## src/rtl/timer_pkg.sv

```systemverilog
// -----------------------------------------------------------------------------
// timer_pkg
// Shared definitions for the timer bank: channel mode encoding and the default
// parameter values used by timer_bank and timer_channel.
// -----------------------------------------------------------------------------
package timer_pkg;

  // Channel operating mode, latched on every start edge.
  typedef enum logic {
    MODE_ONESHOT  = 1'b0,
    MODE_PERIODIC = 1'b1
  } mode_e;

  localparam int DEF_CHANNELS       = 4;
  localparam int DEF_COUNTER_WIDTH  = 8;
  localparam int DEF_PRESCALE_WIDTH = 8;

endpackage : timer_pkg

```

## src/rtl/timer_channel.sv

```systemverilog
// -----------------------------------------------------------------------------
// timer_channel
// One independent down-counting timer channel. It detects a rising edge on
// start, loads the counter, and decrements on each shared prescaler tick.
// One-shot channels stop at zero. Periodic channels reload the latched value
// instead of reaching zero.
//
// Ports
//   clk_in    in   clock, rising edge
//   reset_n   in   asynchronous active-low reset
//   tick      in   shared prescaler tick (decrement enable)
//   start     in   trigger, rising edge only
//   stop      in   synchronous abort, level-sensitive
//   periodic  in   mode, sampled on a start edge
//   value     in   load / reload value, sampled on a start edge
//   counter   out  current count
//   running   out  combinational, counter non-zero
//   expired   out  registered one-cycle expiry pulse
// -----------------------------------------------------------------------------
module timer_channel
  import timer_pkg::*;
#(
  parameter int COUNTER_WIDTH = DEF_COUNTER_WIDTH
) (
  input  logic                     clk_in,
  input  logic                     reset_n,
  input  logic                     tick,
  input  logic                     start,
  input  logic                     stop,
  input  logic                     periodic,
  input  logic [COUNTER_WIDTH-1:0] value,
  output logic [COUNTER_WIDTH-1:0] counter,
  output logic                     running,
  output logic                     expired
);

  localparam logic [COUNTER_WIDTH-1:0] CNT_ONE = COUNTER_WIDTH'(1);

  logic                     start_q,   start_d;
  // armed_q is set once start has been seen low after reset, so a start held
  // high through reset is not mistaken for a fresh edge.
  logic                     armed_q,   armed_d;
  logic [COUNTER_WIDTH-1:0] cnt_q,     cnt_d;
  logic [COUNTER_WIDTH-1:0] reload_q,  reload_d;
  mode_e                    mode_q,    mode_d;
  logic                     expired_q, expired_d;
  logic                     start_edge;

  always_comb begin
    // NOTE: every signal driven here gets a default first, so no branch can
    // leave one unassigned and infer a latch.
    start_d    = start;
    armed_d    = armed_q | ~start;
    cnt_d      = cnt_q;
    reload_d   = reload_q;
    mode_d     = mode_q;
    expired_d  = 1'b0;
    start_edge = start & ~start_q & armed_q;

    // Priority: start edge, then stop, then tick-driven decrement. A start
    // edge on the expiry cycle therefore reloads and swallows the pulse.
    if (start_edge) begin
      cnt_d    = value;
      reload_d = value;
      mode_d   = mode_e'(periodic);
    end else if (stop) begin
      cnt_d = '0;
    end else if (tick && (cnt_q != '0)) begin
      if (cnt_q == CNT_ONE) begin
        expired_d = 1'b1;
        cnt_d     = (mode_q == MODE_PERIODIC) ? reload_q : '0;
      end else begin
        cnt_d = cnt_q - CNT_ONE;
      end
    end
  end

  // NOTE: sequential state uses non-blocking assignments so every flop samples
  // the pre-edge values of the others.
  always_ff @(posedge clk_in or negedge reset_n) begin
    if (!reset_n) begin
      start_q   <= 1'b0;
      armed_q   <= 1'b0;
      cnt_q     <= '0;
      reload_q  <= '0;
      mode_q    <= MODE_ONESHOT;
      expired_q <= 1'b0;
    end else begin
      start_q   <= start_d;
      armed_q   <= armed_d;
      cnt_q     <= cnt_d;
      reload_q  <= reload_d;
      mode_q    <= mode_d;
      expired_q <= expired_d;
    end
  end

  assign counter = cnt_q;
  assign running = (cnt_q != '0);
  assign expired = expired_q;

endmodule : timer_channel

```

## src/rtl/timer_bank.sv

```systemverilog
// -----------------------------------------------------------------------------
// timer_bank
// A bank of CHANNELS independent down-counting timers sharing one
// free-running prescaler. The prescaler ticks whenever its count reaches (or
// has overshot) the prescale setting, giving a tick period of prescale+1.
//
// Ports
//   clk_in    in   clock, rising edge
//   reset_n   in   asynchronous active-low reset
//   start     in   [CHANNELS]  per-channel trigger, rising edge only
//   stop      in   [CHANNELS]  per-channel synchronous abort
//   periodic  in   [CHANNELS]  per-channel mode (0 one-shot, 1 auto-reload)
//   value     in   [CHANNELS*COUNTER_WIDTH] load values, channel i at
//                  [i*COUNTER_WIDTH +: COUNTER_WIDTH]
//   prescale  in   [PRESCALE_WIDTH] tick divider
//   counter   out  [CHANNELS*COUNTER_WIDTH] current counts, packed as value
//   running   out  [CHANNELS]  counter non-zero (combinational)
//   expired   out  [CHANNELS]  registered one-cycle expiry pulses
// -----------------------------------------------------------------------------
module timer_bank
  import timer_pkg::*;
#(
  parameter int CHANNELS       = DEF_CHANNELS,
  parameter int COUNTER_WIDTH  = DEF_COUNTER_WIDTH,
  parameter int PRESCALE_WIDTH = DEF_PRESCALE_WIDTH
) (
  input  logic                              clk_in,
  input  logic                              reset_n,
  input  logic [CHANNELS-1:0]               start,
  input  logic [CHANNELS-1:0]               stop,
  input  logic [CHANNELS-1:0]               periodic,
  input  logic [CHANNELS*COUNTER_WIDTH-1:0] value,
  input  logic [PRESCALE_WIDTH-1:0]         prescale,
  output logic [CHANNELS*COUNTER_WIDTH-1:0] counter,
  output logic [CHANNELS-1:0]               running,
  output logic [CHANNELS-1:0]               expired
);

  logic [PRESCALE_WIDTH-1:0] presc_cnt_q, presc_cnt_d;
  logic                      tick;

  // Using >= rather than == means lowering prescale below the current count
  // ticks on the next cycle instead of wrapping around the full range.
  always_comb begin
    tick        = (presc_cnt_q >= prescale);
    presc_cnt_d = tick ? '0 : presc_cnt_q + PRESCALE_WIDTH'(1);
  end

  always_ff @(posedge clk_in or negedge reset_n) begin
    if (!reset_n) begin
      presc_cnt_q <= '0;
    end else begin
      presc_cnt_q <= presc_cnt_d;
    end
  end

  for (genvar g = 0; g < CHANNELS; g++) begin : gen_ch
    timer_channel #(
      .COUNTER_WIDTH(COUNTER_WIDTH)
    ) u_channel (
      .clk_in   (clk_in),
      .reset_n  (reset_n),
      .tick     (tick),
      .start    (start[g]),
      .stop     (stop[g]),
      .periodic (periodic[g]),
      .value    (value[g*COUNTER_WIDTH +: COUNTER_WIDTH]),
      .counter  (counter[g*COUNTER_WIDTH +: COUNTER_WIDTH]),
      .running  (running[g]),
      .expired  (expired[g])
    );
  end

endmodule : timer_bank

```

## config.mk

```make
export PLATFORM = sky130hd
export DESIGN_NAME = timer_bank
export DESIGN_NICKNAME = d
export VERILOG_FILES = /design/src/rtl/timer_pkg.sv /design/src/rtl/timer_channel.sv /design/src/rtl/timer_bank.sv
export SDC_FILE = /design/constraint.sdc
export NUM_CORES = 1
export LEC_CHECK = 0
export CORE_MARGIN = 8
export CORE_UTILIZATION = 48
export DETAILED_ROUTE_END_ITERATION = 6
export PLACE_DENSITY = 0.77
export SLEW_MARGIN = 20
export SYNTH_ARGS = -nofsm -noshare
export SYNTH_HDL_FRONTEND = slang
export SYNTH_SLANG_ARGS = --single-unit
```

## constraint.sdc

```tcl
create_clock -name clk_in -period 2.5 [get_ports clk_in]
set_clock_uncertainty 0.15 [all_clocks]
set_input_delay 0.5 -clock clk_in [delete_from_list [all_inputs] [get_ports clk_in]]
set_output_delay 0.5 -clock clk_in [all_outputs]
set_load 0.005 [all_outputs]
```

# ---- Word level (Yosys, flattened, before mapping)
# Cells that the tools add are included.
dict set report classes {
  n_eq_ne 4
  magnitude_cmp 1
  n_reduce_logical 12
  muxes 37
  addsub 5
  bitwise 20
}
# op n
set op_table {}
lappend op_table {{$mux 8} 21}
lappend op_table {{$eq 8x1->1 const B} 4}
lappend op_table {{$reduce_bool 8->1} 4}
lappend op_table {{$sub 8x1->8 const B} 4}
lappend op_table {{$mux 1} 16}
lappend op_table {{$reduce_bool 3->1} 4}
lappend op_table {{$add 8x1->8 const B} 1}
lappend op_table {{$and 1x1->1} 8}
lappend op_table {{$ge 8x8->1} 1}
lappend op_table {{$not 1->1} 8}
lappend op_table {{$logic_and 1x1->1} 4}
lappend op_table {{$or 1x1->1} 4}
dict set report totals {
  reg_bits 88
  inputBits 54
}

# ---- Depth between registers and ports, before layout
dict set report depth {
  depth_word 5
  ltp_mapped 8
  ltp_nobuf 7
}

# ---- Cells and area by module
# Synthesis repeated with hierarchy kept, for this count alone.
dict set report unflattened {
  cells_unflattened 484
  area_unflattened_um2 4944.7
}
# mod cells_each n_inst area_each_um2 seq_area_each_um2
set modules_own_cells {}
lappend modules_own_cells {{timer_channel at gen_ch[0].u_channel ...} 109 3 1098.6 500.5}
lappend modules_own_cells {{timer_channel at gen_ch[3].u_channel} 103 1 1093.5 500.5}
lappend modules_own_cells {timer_bank 54 1 555.5 200.2}

# ---- Least setup slack after synthesis
# OpenSTA, ideal clock, no wires.
dict set report synth_timing {
  path_type {input -> register}
  start {in prescale[0]}
  end {reg gen_ch[1].u_channel.cnt_q[2]}
  arrival_time_ns 2.273
  path_stages 7
  path_buffers 1
  slack_ns -0.048
  required_time_ns 2.225
  path_cell_list {ha_1 > nand2b_1 > a2111oi_0 > o41ai_2 > a211o_1 > buf_6 > mux2_4}
}
dict set report synth_between {
  elab_chain_cells 3
}
# item line
set synth_rtl {}
lappend synth_rtl {{start, declared} timer_bank.sv:33} ;# input logic [PRESCALE_WIDTH-1:0] prescale,
lappend synth_rtl {{$ge 8x8->1} timer_bank.sv:45} ;# tick = (presc_cnt_q >= prescale);
lappend synth_rtl {{$logic_and 1x1->1} timer_channel.sv:68} ;# end else if (tick && (cnt_q != '0)) begin
lappend synth_rtl {{$reduce_bool 3->1 (no source line)} n/a}
lappend synth_rtl {{end signal, assigned} timer_channel.sv:91} ;# cnt_q <= cnt_d;
lappend synth_rtl {{end, declared} timer_channel.sv:43} ;# logic [COUNTER_WIDTH-1:0] cnt_q, cnt_d;
# No other way between the ends.
# A chain may end at the register's enable or synchronous reset.

# ---- Worst setup path in the final report
dict set report layout_timing {
  start {in prescale[5]}
  end {reg gen_ch[1].u_channel.cnt_q[7]}
}
# The elaborated chain is that of the path after synthesis.

==> metrics.txt <==
most frequent cells after synthesis=dfrtp_1, nand2_1, mux2_2; Critical Path AT=2.59 ns; core region area=~0.010 mm2; DR vias/cell=5.49; Post-synth EDFFs=0; met2 GRT Util=31.7%; share of the synthesized area in the top cell type=44.3%; WP data required=about 2.6 ns; PortBufs=93; buffer and inverter count on the worst path=3; failing checks=setup timing; Starting Density=48.8%; final core utilization=between 60 and 70%; RSZ-0062 raised after global routing=true; pwr/cell area=960 mW/mm2; Final Hold Vio Count=0; Synth cell types=53; Final TNS setup=-0.00330 ns; mapped cell area=slightly below 0.005 mm2; Avg Cell Area, Syn=10.0 um2; min Tclk post-route=roughly 2.5 ns; Async SR Flop Fraction=100%; flops & latches, synth=88; hold slack=between 0.3 and 0.4 ns; H-tree levels=3; Pwr Total=6.40 mW; Non-Filler Instances=764; GPL Wtd Cong=around 0.86; total grt overflow=0; largest net degree at the start of global routing=41; Gate Count Post-Synth=495; vias after detailed routing=4198; cell family with most CP delay=compound AO/OA/AOI/OAI gates; Synth-to-Final Area Change=34.0%; status=finished, violations left; layout cells sized above 1=between 20% and 30%; root buf cell=clkbuf_8; Reg clk slew, reported paths=0.08 ns; slowest library cell on the worst path=clkdlybuf4s50_1; cells along the critical path=clkdlybuf4s50_1 -> inv_1 -> ha_1 -> a21oi_2 -> o21a_1 -> o41ai_4 -> buf_6 -> a211o_4 -> mux2_4; routed wire length=12800 um; final setup fails=1; worst slew pin tran=0.479 ns; 1st-iter DRT viols=254; Pleak=3.02 nW; max incr delay on CP=0.45 ns; Max Freq=399 MHz; diode count=0; drt pass-1 iters=4; placed cell count=between 700 and 800; Max-Cap Viols=0; Setup CP Type=input port to flop; VDD IR max=about 0.00046 V; dpl ws=-0.699 ns; CTS tree=yes; grt met3 use=3.84%; per-cell routed wire length=about 17 um; Most used DFF post-synth=dfrtp_1; placed cell area=0.00632 mm2; vias in the first global route=4463; full die area=0.0139 mm2; worst hold path class=flop to flop; most frequent cell after synthesis=dfrtp_1; clock latency at the later pin of the worst-skew pair=approximately 0.35 ns; worst-path fanout max=7; chip height=118 um; I/O Pins=94; GR peak layer=met2; Die X=118 um; first-pass GRT wire length=~22000 um; Rel. slew slack=68.0%; Remaining DRCs=0; CTS Sinks=88; Synth warnings=0; cell area after layout=0.00667 mm2; post-route ant nets=0; synthesized net count=between 500 and 600; Final Max Tran Viols=0; Nets=701; post-DP HPWL=9410 um; CTS Buffer Depth=2; CTS buffer count=9; Setup crit end kind=flop; met1 Use GR=22.6%; cell taking the most area after synthesis=dfrtp_1; FP Rows=37; top cells by area, synth=dfrtp_1, mux2_2, nand2_1, ha_1, mux2i_1; crit path launch type=input port; r2r setup slk=-0.003 ns; fin worst setup slack=-0.00330 ns; GRT Total Usage=18.5%; Seq/Total Area, Yosys=between 40 and 50%; Tcrit/Tclk final=100%; initial antenna violation count=0
## area by class of cell
class / instances / area [um2]
repair buffers: 149 / 1370
clock buffers: 11 / 131
multi-input cells: 355 / 2690
well taps: 136 / 170
inverters: 23 / 86.3
clock inverters: 2 / 10.0
flip-flops and latches: 88 / 2200
fillers: 823 / 3520
## sequential cells by signal, indices dropped and copies added (netlist names)
signal                     cells
gen_ch.u_channel.counter      32
gen_ch.u_channel.reload_q     32
presc_cnt_q                    8
gen_ch.u_channel.armed_q       4
gen_ch.u_channel.expired       4
gen_ch.u_channel.mode_q        4
gen_ch.u_channel.start_q       4
## path summary, 6_finish.rpt
kind / start / cells after the start / to
max: prescale[5] / 9 / gen_ch[1].u_channel.counter[7]
min: gen_ch[1].u_channel.armed_q / 1 / gen_ch[1].u_channel.armed_q
max reg2reg: presc_cnt_q[0] / 8 / gen_ch[1].u_channel.counter[7]
min reg2reg: gen_ch[1].u_channel.armed_q / 1 / gen_ch[1].u_channel.armed_q
max in group asynchronous: reset_n / 3 / gen_ch[2].u_channel.reload_q[5]
min in group asynchronous: reset_n / 2 / gen_ch[0].u_channel.reload_q[4]
## logic make-up (layout without fill, tap and decap cells)
logic type | after synthesis | in the layout | share of synthesized area [%]
compound gates | 84 | 84 | 12.4
flops | 88 | 88 | 44.3
simple gates | 177 | 177 | 17.5
fa+ha+maj | 21 | 21 | 5.28
xor+xnor | 17 | 17 | 2.99
buf+inv | 52 | 185 | 4.93
mux | 56 | 56 | 12.6
## worst register-to-register path, cell delays in order (launching register included)
cell       delay, ns
dfrtp_1         0.41
inv_2           0.09
ha_4            0.20
nand2b_4        0.14
a2111oi_4       0.40
o41ai_4         0.13
buf_6           0.15
a211o_4         0.39
mux2_4          0.31
## report_power, final
part	internal, mW	switching, mW	total (mW)	leakage [nW]
clock	0.343	0.482	0.825	0.0749
combinational	1.90	1.50	3.40	1.86
sequential	1.77	0.401	2.18	1.08
total	4.02	2.38	6.40	3.02
## layer usage
layer	vias to the layer above	wire [um]
met5	-	0
met4	0	208
met3	17	551
met2	101	6380
met1	2066	5640
li1	2014	-
## placed cells by master (no fill, tap or decap), types with 3 or more instances in the layout
cell | Yosys | routed
a22o_1 | 7 | 7
clkbuf_8 | 0 | 9
ha_1 | 21 | 17
nand2b_1 | 7 | 6
xor2_1 | 9 | 9
o21ai_0 | 7 | 7
o31ai_1 | 16 | 16
a211oi_1 | 3 | 3
or4_4 | 1 | 3
a22oi_1 | 9 | 9
dlygate4sd2_1 | 0 | 3
a21oi_1 | 11 | 10
o41ai_1 | 3 | 3
mux2_4 | 5 | 9
inv_1 | 23 | 21
mux2_2 | 32 | 28
a31oi_1 | 4 | 3
and3b_1 | 4 | 4
or4_1 | 8 | 6
and2_1 | 5 | 5
nor3_1 | 10 | 8
nor3b_1 | 7 | 7
buf_6 | 1 | 3
nand3_1 | 10 | 9
xnor2_1 | 8 | 8
and3_1 | 4 | 4
mux2i_1 | 19 | 18
a21boi_0 | 5 | 5
clkdlybuf4s50_1 | 0 | 86
dfrtp_1 | 88 | 86
nand2_1 | 84 | 82
nor2_1 | 23 | 23
buf_4 | 9 | 51
## timing repair
action | in CTS | in global routing
resized for setup | 32 | 14
pin swaps | 12 | 6
hold buffers | 1 | 0
hold endpoints to repair | 28 | 0
setup endpoints to repair | 36 | 28
buffers inserted | 4 | 3
No activity file was read; power rests on OpenSTA's default activity.
==> patch (same flow settings) <==
Register the inputs `start`, `stop`, `periodic`, `value` and `prescale` before use. The logic sees them one clock later.
--- a/src/rtl/timer_bank.sv
+++ b/src/rtl/timer_bank.sv
@@ -37,4 +37,18 @@
 );
 
+  logic [CHANNELS-1:0] start_r;
+  logic [CHANNELS-1:0] stop_q;
+  logic [CHANNELS-1:0] periodic_q;
+  logic [CHANNELS*COUNTER_WIDTH-1:0] value_q;
+  logic [PRESCALE_WIDTH-1:0] prescale_q;
+
+  always_ff @(posedge clk_in) begin
+    start_r    <= start;
+    stop_q     <= stop;
+    periodic_q <= periodic;
+    value_q    <= value;
+    prescale_q <= prescale;
+  end
+
   logic [PRESCALE_WIDTH-1:0] presc_cnt_q, presc_cnt_d;
   logic                      tick;
@@ -43,5 +57,5 @@
   // ticks on the next cycle instead of wrapping around the full range.
   always_comb begin
-    tick        = (presc_cnt_q >= prescale);
+    tick        = (presc_cnt_q >= prescale_q);
     presc_cnt_d = tick ? '0 : presc_cnt_q + PRESCALE_WIDTH'(1);
   end
@@ -62,8 +76,8 @@
       .reset_n  (reset_n),
       .tick     (tick),
-      .start    (start[g]),
-      .stop     (stop[g]),
-      .periodic (periodic[g]),
-      .value    (value[g*COUNTER_WIDTH +: COUNTER_WIDTH]),
+      .start    (start_r[g]),
+      .stop     (stop_q[g]),
+      .periodic (periodic_q[g]),
+      .value    (value_q[g*COUNTER_WIDTH +: COUNTER_WIDTH]),
       .counter  (counter[g*COUNTER_WIDTH +: COUNTER_WIDTH]),
       .running  (running[g]),
Formal check against the unedited RTL: not equivalent (a bounded check fails within 4 cycles, from zero or initial values and one cycle with reset_n low).
==> patch against the original RTL <==
- utilization increased by 0.91 points
- non-clock buffer count decreased by 8
- highest routed layer unchanged
- total power increased by 21%
- sequential cell count increased by 52
- synthesized area increased by 20%
- combinational power decreased by 32%
- the run still ends with negative setup slack left
- worst setup slack got worse by 120 ps
- routed wire length increased by 16%
- register-to-register slack got worse by 60 ps
- die area increased by 17%
- cell area increased by 20%
==> patch: results (changes against the original RTL) <==
CP Max Fanout=2 (-5); non-filler cells in the finished layout=898 (+18%); Critical R2R Launch=gen_ch[1].u_channel.counter[5]; Hold Path Stages=0 (-1); Nets=792 (+13%); gpl congestion=0.8895 (+2.8%); Routed WL=14820 um (+16%); worst reg-to-reg setup slack=-60 ps (-60 ps); violated checks=negative setup slack; DR iter-0 viols=407 (+60%); top post-synthesis cells by count=nand2_1 (132), dfrtp_1 (88), dfxtp_1 (52), ha_1 (21); CLK BUF=22 (+11); first-pass GRT wire length=24700 um (+14%); Data buffer area share=16.17% (-4.4 points); Register Area=3244 um^2 (+47%); reg2reg path depth=5 (-3); final setup fails=5 (+4); htree depth=4 (+1); synth unique cells=62 (+17%); Root Buffer=clkbuf_16; Area contributors post-synth=dfrtp_1 (37%), dfxtp_1 (17%), nand2_1 (8.3%); combinational power=0.00232 W (-32%); Via density=5.480 (-0.27%); Non-clk bufs=141 (-5.4%); vias in the first global route=5178 (+16%); fraction of registers with async set/reset=62.86% (-37 points); Syn Nets=661 (+16%); reg2reg end=gen_ch[1].u_channel.counter[4]; Final clock-cell share=7.552% (+5.4 points); comb_multi_in=397 (+12%); Clock Latency Late Sink=410 ps (+60 ps); synthesis-to-layout area growth=34.09% (about the same); post-route design area=8003 um^2 (+20%); Combinational Power Share=29.9% (-23 points); Fill cells=931 (+13%); Clk pin slew, worst setup/hold paths=50 ps (-30 ps); worst setup margin=-125.6 ps (-122.4 ps); Placed Cells=861 (+16%); Mapped Cells=586 (+18%); DP HPWL=10610 um (+13%); Hold EP=gen_ch[1].u_channel.start_q; CP arrival=1980 ps (-610 ps); status=finished, violations left
==> patch: kinds of logic (layout without fill, tap and decap cells) <==
family                   after synthesis  in the layout  synth area share [%]
buffers and inverters                 49            193                 3.732
adder cells (fa/ha/maj)               21             21                 4.402
multiplexers                          18             18                 3.270
AND/OR/NAND/NOR                      238            238                 18.95
AO/OA/AOI/OAI                        103            103                 12.81
flip-flops                           140            140                 54.34
XOR/XNOR                              17             17                 2.495
==> patch: repair_timing <==
action / in CTS / in global routing
buffers inserted: 2 / 2
hold buffers: 1 / 0
setup endpoints to repair: 18 / 25
pin swaps: 5 / 7
resized for setup: 21 / 6
hold endpoints to repair: 8 / 0
==> patch: critical path, stage by stage, from the launching register on <==
cell and delay (ps):
dfrtp_1 370, or4_4 530, or4b_4 520, buf_6 140
==> patch: metal layers <==
layer	wire length [um]	track usage, %	part of all wire [%]
met1	6199	21.39	42
met4	308	8.887	2.1
met3	766	5.200	5.2
met2	7542	32.50	51
met5	0	0	0
